$ cat src/rtl/template_list_dispatch_if.sv
// Unit-side bus of template_list_dispatch: shared byte stream to the
// generator units plus their ready flags and end-of-list strobes.
interface template_list_dispatch_if #(
    parameter int NUM_UNITS = 4,
    parameter int UNIT_W    = 2,
    parameter int LEN_W     = 4,
    parameter int RI_W      = 8
);
    logic [NUM_UNITS-1:0] unit_ready;
    logic                 out_full;
    logic [UNIT_W-1:0]    out_unit;
    logic                 out_hdr;
    logic                 out_wr_en;
    logic [7:0]           out_data;
    logic                 out_last;
    logic [15:0]          out_word_id;
    logic [RI_W-1:0]      out_range_info;
    logic [LEN_W-1:0]     out_word_len;
    logic [NUM_UNITS-1:0] out_list_end;

    modport master (
        input  unit_ready, out_full,
        output out_unit, out_hdr, out_wr_en, out_data, out_last,
        output out_word_id, out_range_info, out_word_len,
        output out_list_end
    );

    modport slave (
        output unit_ready, out_full,
        input  out_unit, out_hdr, out_wr_en, out_data, out_last,
        input  out_word_id, out_range_info, out_word_len,
        input  out_list_end
    );
endinterface

$ cat src/rtl/template_list_dispatch.sv
// Word-list read-side dispatcher: round-robin grant, header + byte stream.
// Optional bus stall support via TEMPLATE_DISPATCH_BACKPRESSURE_EN.
module template_list_dispatch #(
    parameter int WORD_MAX_LEN = 8,
    parameter int RANGES_MAX   = 2,
    parameter int NUM_UNITS    = 4,
    localparam int ADDR_W =
        (WORD_MAX_LEN > 1) ? $clog2(WORD_MAX_LEN) : 1,
    localparam int LEN_W  = $clog2(WORD_MAX_LEN + 1),
    localparam int RANGE_INFO_MSB = ADDR_W,
    localparam int RI_W   = RANGES_MAX * (RANGE_INFO_MSB + 1),
    localparam int UNIT_W = (NUM_UNITS > 1) ? $clog2(NUM_UNITS) : 1
) (
    input  logic              CLK,
    input  logic              RESET,
    input  logic              src_empty,
    input  logic [7:0]        src_dout,
    output logic [ADDR_W-1:0] src_rd_addr,
    input  logic [LEN_W-1:0]  src_word_len,
    input  logic [15:0]       src_word_id,
    input  logic [RI_W-1:0]   src_range_info,
    input  logic              src_list_end,
    output logic              src_set_empty,
    template_list_dispatch_if.master bus
);
    typedef enum logic [2:0] {
        IDLE, GRANT, HDR, DATA, RELEASE, END_WAIT, END_BCAST
    } state_e;

    state_e            state_q, state_d;
    logic [UNIT_W-1:0] last_q, last_d;
    logic [UNIT_W-1:0] unit_q, unit_d;
    logic [LEN_W-1:0]  len_q, len_d;
    logic [LEN_W-1:0]  cnt_q, cnt_d;
    logic [15:0]       id_q, id_d;
    logic [RI_W-1:0]   ri_q, ri_d;
    logic [ADDR_W-1:0] addr_q, addr_d;
    logic [LEN_W:0]    nxt;
    logic              hit;
    logic [UNIT_W-1:0] pick;
    logic              stall;
    logic              last_byte;
    logic [7:0]        byte_cur;

`ifdef TEMPLATE_DISPATCH_BACKPRESSURE_EN
    logic [7:0] hold_q;
    logic       held_q;

    assign stall = bus.out_full
                 & ((state_q == HDR) | (state_q == DATA));
    assign byte_cur = held_q ? hold_q : src_dout;

    // Address already ran one ahead; park the pending byte here.
    always_ff @(posedge CLK or posedge RESET) begin
        if (RESET) begin
            hold_q <= '0;
            held_q <= 1'b0;
        end else if (stall && state_q == DATA && !held_q) begin
            hold_q <= src_dout;
            held_q <= 1'b1;
        end else if (!stall) begin
            held_q <= 1'b0;
        end
    end
`else
    assign stall    = 1'b0 & bus.out_full;
    assign byte_cur = src_dout;
`endif

    // Lowest ready index above last_q wins, else lowest at/below it.
    always_comb begin
        hit  = 1'b0;
        pick = '0;
        for (int j = NUM_UNITS - 1; j >= 0; j--) begin
            if (bus.unit_ready[j] && UNIT_W'(j) <= last_q) begin
                hit  = 1'b1;
                pick = UNIT_W'(j);
            end
        end
        for (int j = NUM_UNITS - 1; j >= 0; j--) begin
            if (bus.unit_ready[j] && UNIT_W'(j) > last_q) begin
                hit  = 1'b1;
                pick = UNIT_W'(j);
            end
        end
    end

    always_comb begin
        state_d          = state_q;
        last_d           = last_q;
        unit_d           = unit_q;
        len_d            = len_q;
        cnt_d            = cnt_q;
        id_d             = id_q;
        ri_d             = ri_q;
        addr_d           = addr_q;
        last_byte        = 1'b0;
        nxt              = {1'b0, cnt_q} + (LEN_W + 1)'(2);
        src_set_empty    = 1'b0;
        bus.out_hdr      = 1'b0;
        bus.out_wr_en    = 1'b0;
        bus.out_last     = 1'b0;
        bus.out_data     = '0;
        bus.out_list_end = '0;
        unique case (state_q)
            IDLE: begin
                if (!src_empty)
                    state_d = src_list_end ? END_WAIT : GRANT;
            end
            GRANT: begin
                if (hit) begin
                    unit_d  = pick;
                    last_d  = pick;
                    len_d   = src_word_len;
                    id_d    = src_word_id;
                    ri_d    = src_range_info;
                    cnt_d   = '0;
                    addr_d  = '0;
                    state_d = HDR;
                end
            end
            HDR: begin
                if (!stall) begin
                    bus.out_hdr  = 1'b1;
                    bus.out_last = (len_q == '0);
                    addr_d  = (len_q > LEN_W'(1)) ? ADDR_W'(1) : '0;
                    state_d = (len_q == '0) ? RELEASE : DATA;
                end
            end
            DATA: begin
                bus.out_data = byte_cur;
                last_byte    = (cnt_q + LEN_W'(1) == len_q);
                if (!stall) begin
                    bus.out_wr_en = 1'b1;
                    bus.out_last  = last_byte;
                    cnt_d         = cnt_q + LEN_W'(1);
                    if (nxt < {1'b0, len_q})
                        addr_d = nxt[ADDR_W-1:0];
                    if (last_byte)
                        state_d = RELEASE;
                end
            end
            RELEASE: begin
                src_set_empty = 1'b1;
                state_d       = IDLE;
            end
            END_WAIT: begin
                if (&bus.unit_ready)
                    state_d = END_BCAST;
            end
            END_BCAST: begin
                bus.out_list_end = '1;
                src_set_empty    = 1'b1;
                last_d           = UNIT_W'(NUM_UNITS - 1);
                state_d          = IDLE;
            end
            default: state_d = IDLE;
        endcase
    end

    always_ff @(posedge CLK or posedge RESET) begin
        if (RESET) begin
            state_q <= IDLE;
            last_q  <= UNIT_W'(NUM_UNITS - 1);
            unit_q  <= '0;
            len_q   <= '0;
            cnt_q   <= '0;
            id_q    <= '0;
            ri_q    <= '0;
            addr_q  <= '0;
        end else begin
            state_q <= state_d;
            last_q  <= last_d;
            unit_q  <= unit_d;
            len_q   <= len_d;
            cnt_q   <= cnt_d;
            id_q    <= id_d;
            ri_q    <= ri_d;
            addr_q  <= addr_d;
        end
    end

    assign src_rd_addr        = addr_q;
    assign bus.out_unit       = unit_q;
    assign bus.out_word_id    = id_q;
    assign bus.out_range_info = ri_q;
    assign bus.out_word_len   = len_q;
endmodule
$ cat src/flat_wrapper.sv
// flat-port wrapper written by rule: the top's interface ports become plain ports
module template_list_dispatch_flat 
#(
    parameter int WORD_MAX_LEN = 8,
    parameter int RANGES_MAX   = 2,
    parameter int NUM_UNITS    = 4,
    localparam int ADDR_W =
        (WORD_MAX_LEN > 1) ? $clog2(WORD_MAX_LEN) : 1,
    localparam int LEN_W  = $clog2(WORD_MAX_LEN + 1),
    localparam int RANGE_INFO_MSB = ADDR_W,
    localparam int RI_W   = RANGES_MAX * (RANGE_INFO_MSB + 1),
    localparam int UNIT_W = (NUM_UNITS > 1) ? $clog2(NUM_UNITS) : 1
)
  (CLK, RESET, src_empty, src_dout, src_rd_addr, src_word_len, src_word_id, src_range_info, src_list_end, src_set_empty, bus_unit_ready, bus_out_full, bus_out_unit, bus_out_hdr, bus_out_wr_en, bus_out_data, bus_out_last, bus_out_word_id, bus_out_range_info, bus_out_word_len, bus_out_list_end);
  template_list_dispatch_if #(.NUM_UNITS(NUM_UNITS)) bus_i ();
  input  logic CLK;
  input  logic RESET;
  input  logic src_empty;
  input  logic [7:0] src_dout;
  output logic [ADDR_W-1:0] src_rd_addr;
  input  logic [LEN_W-1:0] src_word_len;
  input  logic [15:0] src_word_id;
  input  logic [RI_W-1:0] src_range_info;
  input  logic src_list_end;
  output logic src_set_empty;
  input wire logic [$bits(bus_i.unit_ready)-1:0] bus_unit_ready;
  input wire logic [$bits(bus_i.out_full)-1:0] bus_out_full;
  output wire logic [$bits(bus_i.out_unit)-1:0] bus_out_unit;
  output wire logic [$bits(bus_i.out_hdr)-1:0] bus_out_hdr;
  output wire logic [$bits(bus_i.out_wr_en)-1:0] bus_out_wr_en;
  output wire logic [$bits(bus_i.out_data)-1:0] bus_out_data;
  output wire logic [$bits(bus_i.out_last)-1:0] bus_out_last;
  output wire logic [$bits(bus_i.out_word_id)-1:0] bus_out_word_id;
  output wire logic [$bits(bus_i.out_range_info)-1:0] bus_out_range_info;
  output wire logic [$bits(bus_i.out_word_len)-1:0] bus_out_word_len;
  output wire logic [$bits(bus_i.out_list_end)-1:0] bus_out_list_end;
  assign bus_i.unit_ready = bus_unit_ready;
  assign bus_i.out_full = bus_out_full;
  assign bus_out_unit = bus_i.out_unit;
  assign bus_out_hdr = bus_i.out_hdr;
  assign bus_out_wr_en = bus_i.out_wr_en;
  assign bus_out_data = bus_i.out_data;
  assign bus_out_last = bus_i.out_last;
  assign bus_out_word_id = bus_i.out_word_id;
  assign bus_out_range_info = bus_i.out_range_info;
  assign bus_out_word_len = bus_i.out_word_len;
  assign bus_out_list_end = bus_i.out_list_end;
  template_list_dispatch #(.WORD_MAX_LEN(WORD_MAX_LEN), .RANGES_MAX(RANGES_MAX), .NUM_UNITS(NUM_UNITS)) u_core (.CLK(CLK), .RESET(RESET), .src_empty(src_empty), .src_dout(src_dout), .src_rd_addr(src_rd_addr), .src_word_len(src_word_len), .src_word_id(src_word_id), .src_range_info(src_range_info), .src_list_end(src_list_end), .src_set_empty(src_set_empty), .bus(bus_i));
endmodule
$ cat config.mk
export PLATFORM = sky130hd
export DESIGN_NAME = template_list_dispatch_flat
export DESIGN_NICKNAME = d
export VERILOG_FILES = /design/src/rtl/template_list_dispatch_if.sv /design/src/rtl/template_list_dispatch.sv /design/src/flat_wrapper.sv
export SDC_FILE = /design/constraint.sdc
export NUM_CORES = 1
export LEC_CHECK = 0
export BUFFER_PORTS_ARGS = -buffer_cell sky130_fd_sc_hd__buf_4
export CAP_MARGIN = 20
export CORE_ASPECT_RATIO = 0.75
export CORE_MARGIN = 1.5
export CORE_UTILIZATION = 51
export DETAILED_ROUTE_END_ITERATION = 8
export MAX_ROUTING_LAYER = met4
export PLACE_DENSITY = 0.9
export SKIP_LAST_GASP = 1
export SYNTH_ARGS = -nofsm -noshare
export SYNTH_HDL_FRONTEND = slang
export SYNTH_SLANG_ARGS = --single-unit
$ cat constraint.sdc
create_clock -name CLK -period 3.1 [get_ports CLK]
set_clock_uncertainty 0.05 [all_clocks]
set_input_delay 0.775 -clock CLK [delete_from_list [all_inputs] [get_ports CLK]]
set_output_delay 0.775 -clock CLK [all_outputs]
set_load 0.1 [all_outputs]
==> parameters.txt, run 1 <==
Parameter                              Value

Placement
  Post-DP Area ... 2910 µm²
  Quantity of I/O buffers inserted on ports ... 92
  HPWL after detailed placement ... 3880 µm
  Last weighted congestion value of the routability-driven placer ... 0.814

GRT
  Global-route wire length before repair ... 8340 µm
  Total Routing Usage GR ... 23.7%
  Met3 usage ... 5.80%
  Global Route met2 Usage ... 37.2%
  Most utilized layer in the global route result ... met2
  Number of antenna violations at the first check in global routing ... 0
  Total grt overflow ... 0
  Via count of the first global-routing pass ... 1823
  Global routing usage on met1 ... 31.1%
  Largest net degree at the start of global routing ... 43

Final layout
  Layout fillers ... 306
  Final core utilization ... 74.0%
  Register area ... 1050 µm²
  Area growth from synthesis to layout ... 38.1%
  Share of layout cells above drive strength 1 ... 34.9%
  Total area of multi-input combinational cells ... 1010 µm²
  Post-route cell area ... 3020 µm²
  Net count reported at finish ... 391
  Number of antenna diodes ... 0

Clock tree
  Maximum clock path buffer count ... 2
  Clock tree from TritonCTS ... built
  Clock root cell ... clkbuf_8
  Deepest level of the CTS H-tree ... 2
  Post-cts gate resize count ... 0
  Buffers inserted during post-CTS setup optimization ... 0
  Later-pin clock latency in the skew report ... 0.28 ns
  Clock slew seen by the registers of the worst setup and hold paths ... 0.08 ns
  Clk sink count ... 42
  Post-cts hold buffer count ... 0
  Clock buffers created by TritonCTS ... 5

Drt
  Vias per inst ... 5.13
  Drt first pass iters ... 4
  Total number of vias ... 2033
  Violation count after the first detailed-routing iteration ... 108
  Number of remaining DRC errors ... 0
  Number of nets with antenna violations after routing ... 0
  Post-detailed-routing wire length ... 5170 µm
  WL per Instance ... 13.1 µm

Logic synthesis
  Yosys warnings ... 0
  Number of distinct standard cells referenced by the synthesized netlist ... 39
  Async SR Flop Fraction ... 100%
  Cell Area, Synth ... 2190 µm²
  Primary flip-flop cell chosen by synthesis mapping ... dfrtp_1
  Post-synthesis net count ... 302
  Register area share after synthesis ... 48.2%
  Number of cells produced by synthesis ... 251
  Synthesis-stage register bit count ... 42
  Synth Area per Inst ... 8.71 µm²
  EDFF count, synth ... 0

Setup path
  Worst path bufs/invs ... 1
  Worst setup path category ... reg2out
  Arrival time worst endpoint ... 2.02 ns
  Standard cell with the maximum stage delay on the critical path ... dfrtp_1
  Crit path max fanout ... 12
  Startpoint types ... flip-flop
  Data required time at the worst endpoint ... 2.27 ns
  Slowest stage delay, CP ... 0.49 ns
  Capturing element type of the critical path ... primary output
  Worst path cell trace ... and2b_1, nor2b_2, nand2_1, o21ai_4, buf_4
  Family of cells with the greatest summed delay on the critical path ... simple AND/OR/NAND/NOR gates

Floorplan
  Starting Density ... 53.6%
  Floorplan row count ... 20
  Number of I/O pins ... 94
  Total Die Area ... 4690 µm²
  Area of the placeable core ... 4080 µm²
  Horizontal extent of the die ... 78.6 µm
  Die height ... 59.7 µm

STA
  RSZ-0062 raised after global routing ... no
  Final worst-path cycle share ... 91.7%
  Highest clock rate ... 352 MHz
  Sum of negative setup slack ... 0 ns
  Hold violation total from the final report ... 0
  Worst hold-check slack ... 0.430 ns
  Min Tclk post-route ... 2.84 ns
  Final setup violating endpoints ... 0
  Count of final max-slew check failures ... 0
  Slew at the pin with the worst max-slew slack ... 0.664 ns
  Normalized max-slew margin ... 55.5%

Hold path
  Tightest Hold Check Type ... reg2reg

Outcome
  Result of the run ... finished clean

Flow run
  Maximum capacitance violations ... 0
registers in the layout, summed over array words and instances (netlist names):
| signal | count |
|---|---|
| u_core.bus.out_unit | 2 |
| u_core.src_rd_addr | 3 |
| u_core.bus.out_word_id | 16 |
| u_core.last_q | 2 |
| u_core.cnt_q | 4 |
| u_core.bus.out_word_len | 4 |
| u_core.state_q | 3 |
| u_core.bus.out_range_info | 8 |
tightest hold or removal path, cell delays in order (launching register included):
cell	delay (ns)
dfrtp_1	0.35
nand2_1	0.05
nand2_1	0.05
worst paths after layout:
kind	depth (start not counted)	end	start	slack [ns]
max	5	bus_out_last	u_core.state_q[2]	0.26
min	2	u_core.bus.out_word_id[9]	u_core.bus.out_word_id[9]	0.43
max reg2reg	5	u_core.cnt_q[3]	u_core.state_q[0]	0.78
min reg2reg	2	u_core.bus.out_word_id[9]	u_core.bus.out_word_id[9]	0.43
max in group asynchronous	3	u_core.last_q[1]	RESET	2.07
min in group asynchronous	3	u_core.cnt_q[0]	RESET	0.57
Yosys cell counts (all sizes together), types with 2 or more instances:
cell type  count  area share, %
nor4           4            1.8
dfstp          2            2.4
xor2           4            1.6
a21oi          8            1.8
ha             6            3.4
inv           12            2.1
nand2         93             16
dfrtp         40             46
nor2          11            1.9
o21ai         12            2.7
xnor2          3            1.2
o221ai         2           0.80
o31ai          3            1.0
o211ai         2           0.69
a32o           3            1.4
nand2b         3           0.86
clkbuf         2           0.34
nand3          3           0.69
and3          10            3.1
nor2b          5            1.5
buf           13            4.3
through the flow:
step	instances	setup slack (ns)
global placement	388	0.617
CTS	396	0.261
finish	396	0.256
floorplan	251	0.133
detailed placement	388	0.584
global route	396	0.109
per-layer routing:
| metal | wire (µm) | part of all wire (%) | vias to the layer above |
|---|---|---|---|
| met1 | 2370 | 46 | 963 |
| met5 | 0 | 0 | - |
| met2 | 2490 | 48 | 58 |
| li1 | - | - | 1008 |
| met3 | 297 | 5.7 | 4 |
| met4 | 19 | 0.37 | 0 |
placed cells by master, fill, tap and decap left out, types with 3 or more instances in the layout:
cell,count
xnor2_1,3
inv_1,10
o31ai_1,3
nand2b_1,3
clkbuf_8,5
a21oi_1,8
nor4_1,3
nor2b_2,3
a32o_1,3
dfrtp_1,40
xor2_1,4
buf_4,97
nand3_1,3
nor2_1,11
and3_1,9
o21ai_1,9
ha_1,6
nand2_1,92
area by class of cell:
| type | instances | area share [%] |
|---|---|---|
| clock buffer | 5 | 2.28 |
| clock inverter | 3 | 1.33 |
| inverter | 12 | 1.62 |
| multi-input combinational | 182 | 33.5 |
| sequential | 42 | 34.9 |
| tap | 55 | 2.28 |
| timing repair buffer | 97 | 24.1 |
cells by family after synthesis:
| group | share of synthesized area [%] |
|---|---|
| simple gates | 28.2 |
| compound gates | 10.2 |
| fa+ha+maj | 3.43 |
| xor+xnor | 2.80 |
| flops | 48.2 |
| buf+inv | 6.70 |
| mux | 0.458 |
Power of run 1 is not shown: default switching activity piles up to over one toggle a cycle in this logic, so the estimate is an artifact.
==> run 2, diff against run 1 <==
RECOVER_POWER = 100   (was default)
==> run 2 against run 1 <==
Sequential cell count unchanged. Worst hold slack worse by 0.0032 ns. Die area did not move. First-iteration DRC count grew 17%. Via count up 0.25%. Wire length up 0.64%. Critical path type unchanged.
==> parameters.txt, run 2 (synthesis results as in run 1) <==
Parameter                              Value

GRT
  Global-route wire length before repair ... 8340 µm (unchanged)
  Via count of the first global-routing pass ... 1823 (unchanged)
  Total grt overflow ... 0 (unchanged)
  Largest net degree at the start of global routing ... 43 (unchanged)
  Total Routing Usage GR ... 23.7% (unchanged)
  Number of antenna violations at the first check in global routing ... 0 (unchanged)

Clock tree
  Later-pin clock latency in the skew report ... 0.28 ns (about the same)
  Clk sink count ... 42 (unchanged)
  Post-cts gate resize count ... 0 (unchanged)
  Post-cts hold buffer count ... 0 (unchanged)
  Deepest level of the CTS H-tree ... 2 (unchanged)
  Clock slew seen by the registers of the worst setup and hold paths ... 0.08 ns (about the same)
  Buffers inserted during post-CTS setup optimization ... 0 (unchanged)
  Maximum clock path buffer count ... 2 (unchanged)
  Clock tree from TritonCTS ... built
  Clock buffers created by TritonCTS ... 5 (unchanged)
  Clock root cell ... clkbuf_8

Floorplan
  Horizontal extent of the die ... 78.6 µm (unchanged)
  Area of the placeable core ... 4080 µm² (unchanged)
  Number of I/O pins ... 94 (unchanged)
  Total Die Area ... 4690 µm² (unchanged)
  Floorplan row count ... 20 (unchanged)
  Starting Density ... 53.6% (unchanged)
  Die height ... 59.7 µm (unchanged)

STA
  RSZ-0062 raised after global routing ... no
  Hold violation total from the final report ... 0 (unchanged)
  Sum of negative setup slack ... 0 ns (unchanged)
  Highest clock rate ... 344 MHz (-2.1%)
  Min Tclk post-route ... 2.90 ns (+0.0598 ns)
  Normalized max-slew margin ... 20.7% (-35 points)
  Count of final max-slew check failures ... 0 (unchanged)
  Worst hold-check slack ... 0.426 ns (-0.00319 ns)
  Final Worst Setup Slack ... 0.197 ns (-0.0598 ns)
  Final setup violating endpoints ... 0 (unchanged)
  Final worst-path cycle share ... 93.7% (+1.9 points)
  Slew at the pin with the worst max-slew slack ... 1.20 ns (+0.531 ns)

Final layout
  Area growth from synthesis to layout ... 29.3%
  Share of layout cells above drive strength 1 ... 24.0% (-11 points)
  Number of flip-flops under the largest register name ... 16 (unchanged)
  Most frequent cells in the layout ... 92 x nand2_1, 44 x buf_4, 40 x dfrtp_1
  Final core utilization ... 69.3% (-4.7 points)
  Most common cell after layout, fill and taps aside ... nand2_1
  Net count reported at finish ... 391 (unchanged)
  Number of antenna diodes ... 0 (unchanged)

Drt
  Total number of vias ... 2038 (+0.25%)
  WL per Instance ... 13.1 µm (+0.64%)
  Post-detailed-routing wire length ... 5200 µm (+0.64%)
  Violation count after the first detailed-routing iteration ... 126 (+17%)
  Number of nets with antenna violations after routing ... 0 (unchanged)
  Vias per inst ... 5.15 (+0.25%)
  Drt first pass iters ... 4 (unchanged)
  Number of remaining DRC errors ... 0 (unchanged)

Placement
  Quantity of I/O buffers inserted on ports ... 92 (unchanged)
  HPWL after detailed placement ... 3880 µm (unchanged)
  Last weighted congestion value of the routability-driven placer ... 0.814 (unchanged)
  Minimum setup slack after placement ... 0.584 ns (unchanged)

Setup path
  Worst setup path category ... reg2out
  Capturing element type of the critical path ... primary output
  Crit path max fanout ... 12 (unchanged)
  Startpoint types ... flip-flop
  Data required time at the worst endpoint ... 2.27 ns (about the same)
  Arrival time worst endpoint ... 2.08 ns (+0.06 ns)

Hold path
  Tightest Hold Check Type ... reg2reg

Outcome
  Result of the run ... finished clean

Flow run
  Maximum capacitance violations ... 0 (unchanged)
run 2: changes by cell type in the layout (fill, tap and decap cells not counted), sizes merged:
cell and delta:
buf -53, clkbuf +53
run 2: final timing paths:
path / cells after the start / to / slack, ns / startpoint
worst max-delay path: 4 / bus_out_wr_en / 0.20 / u_core.state_q[2]
worst max register to register: 5 / u_core.cnt_q[3] / 0.21 / u_core.state_q[0]
min in group asynchronous: 3 / u_core.bus.out_range_info[7] / 0.76 / RESET
max in group asynchronous: 3 / u_core.bus.out_range_info[5] / 1.61 / RESET
worst min register to register: 2 / u_core.bus.out_word_id[9] / 0.43 / u_core.bus.out_word_id[9]
worst min-delay path: 2 / u_core.bus.out_word_id[9] / 0.43 / u_core.bus.out_word_id[9]
run 2: layer usage:
layer | wire length, µm | track usage, %
met2 | 2510 | 37.2
met5 | 0 | -
met4 | 10 | 6.38
met3 | 281 | 5.80
met1 | 2400 | 31.1
run 2: final cells by class:
type / instances / area, µm²
tap: 55 / 68.8
multi-input combinational: 182 / 987
clock inverter: 3 / 40.0
timing repair buffer: 97 / 559
inverter: 12 / 48.8
clock buffer: 5 / 68.8
fill: 359 / 1250
sequential: 42 / 1050
run 2: stage by stage:
stage | instance area (µm²) | instances
after detailed placement | 2910 | 388
after CTS | 3020 | 396
after global routing | 2830 | 396
after floorplan | 2210 | 251
final | 2830 | 396
after global placement | 2910 | 388
run 2: critical path: stages (launching register included):
cell and delay [ns]:
dfrtp_1 0.47, and2b_1 0.47, nand2_2 0.21, inv_2 0.17, clkbuf_2 0.47
Power of run 2 is left out for the same reason.
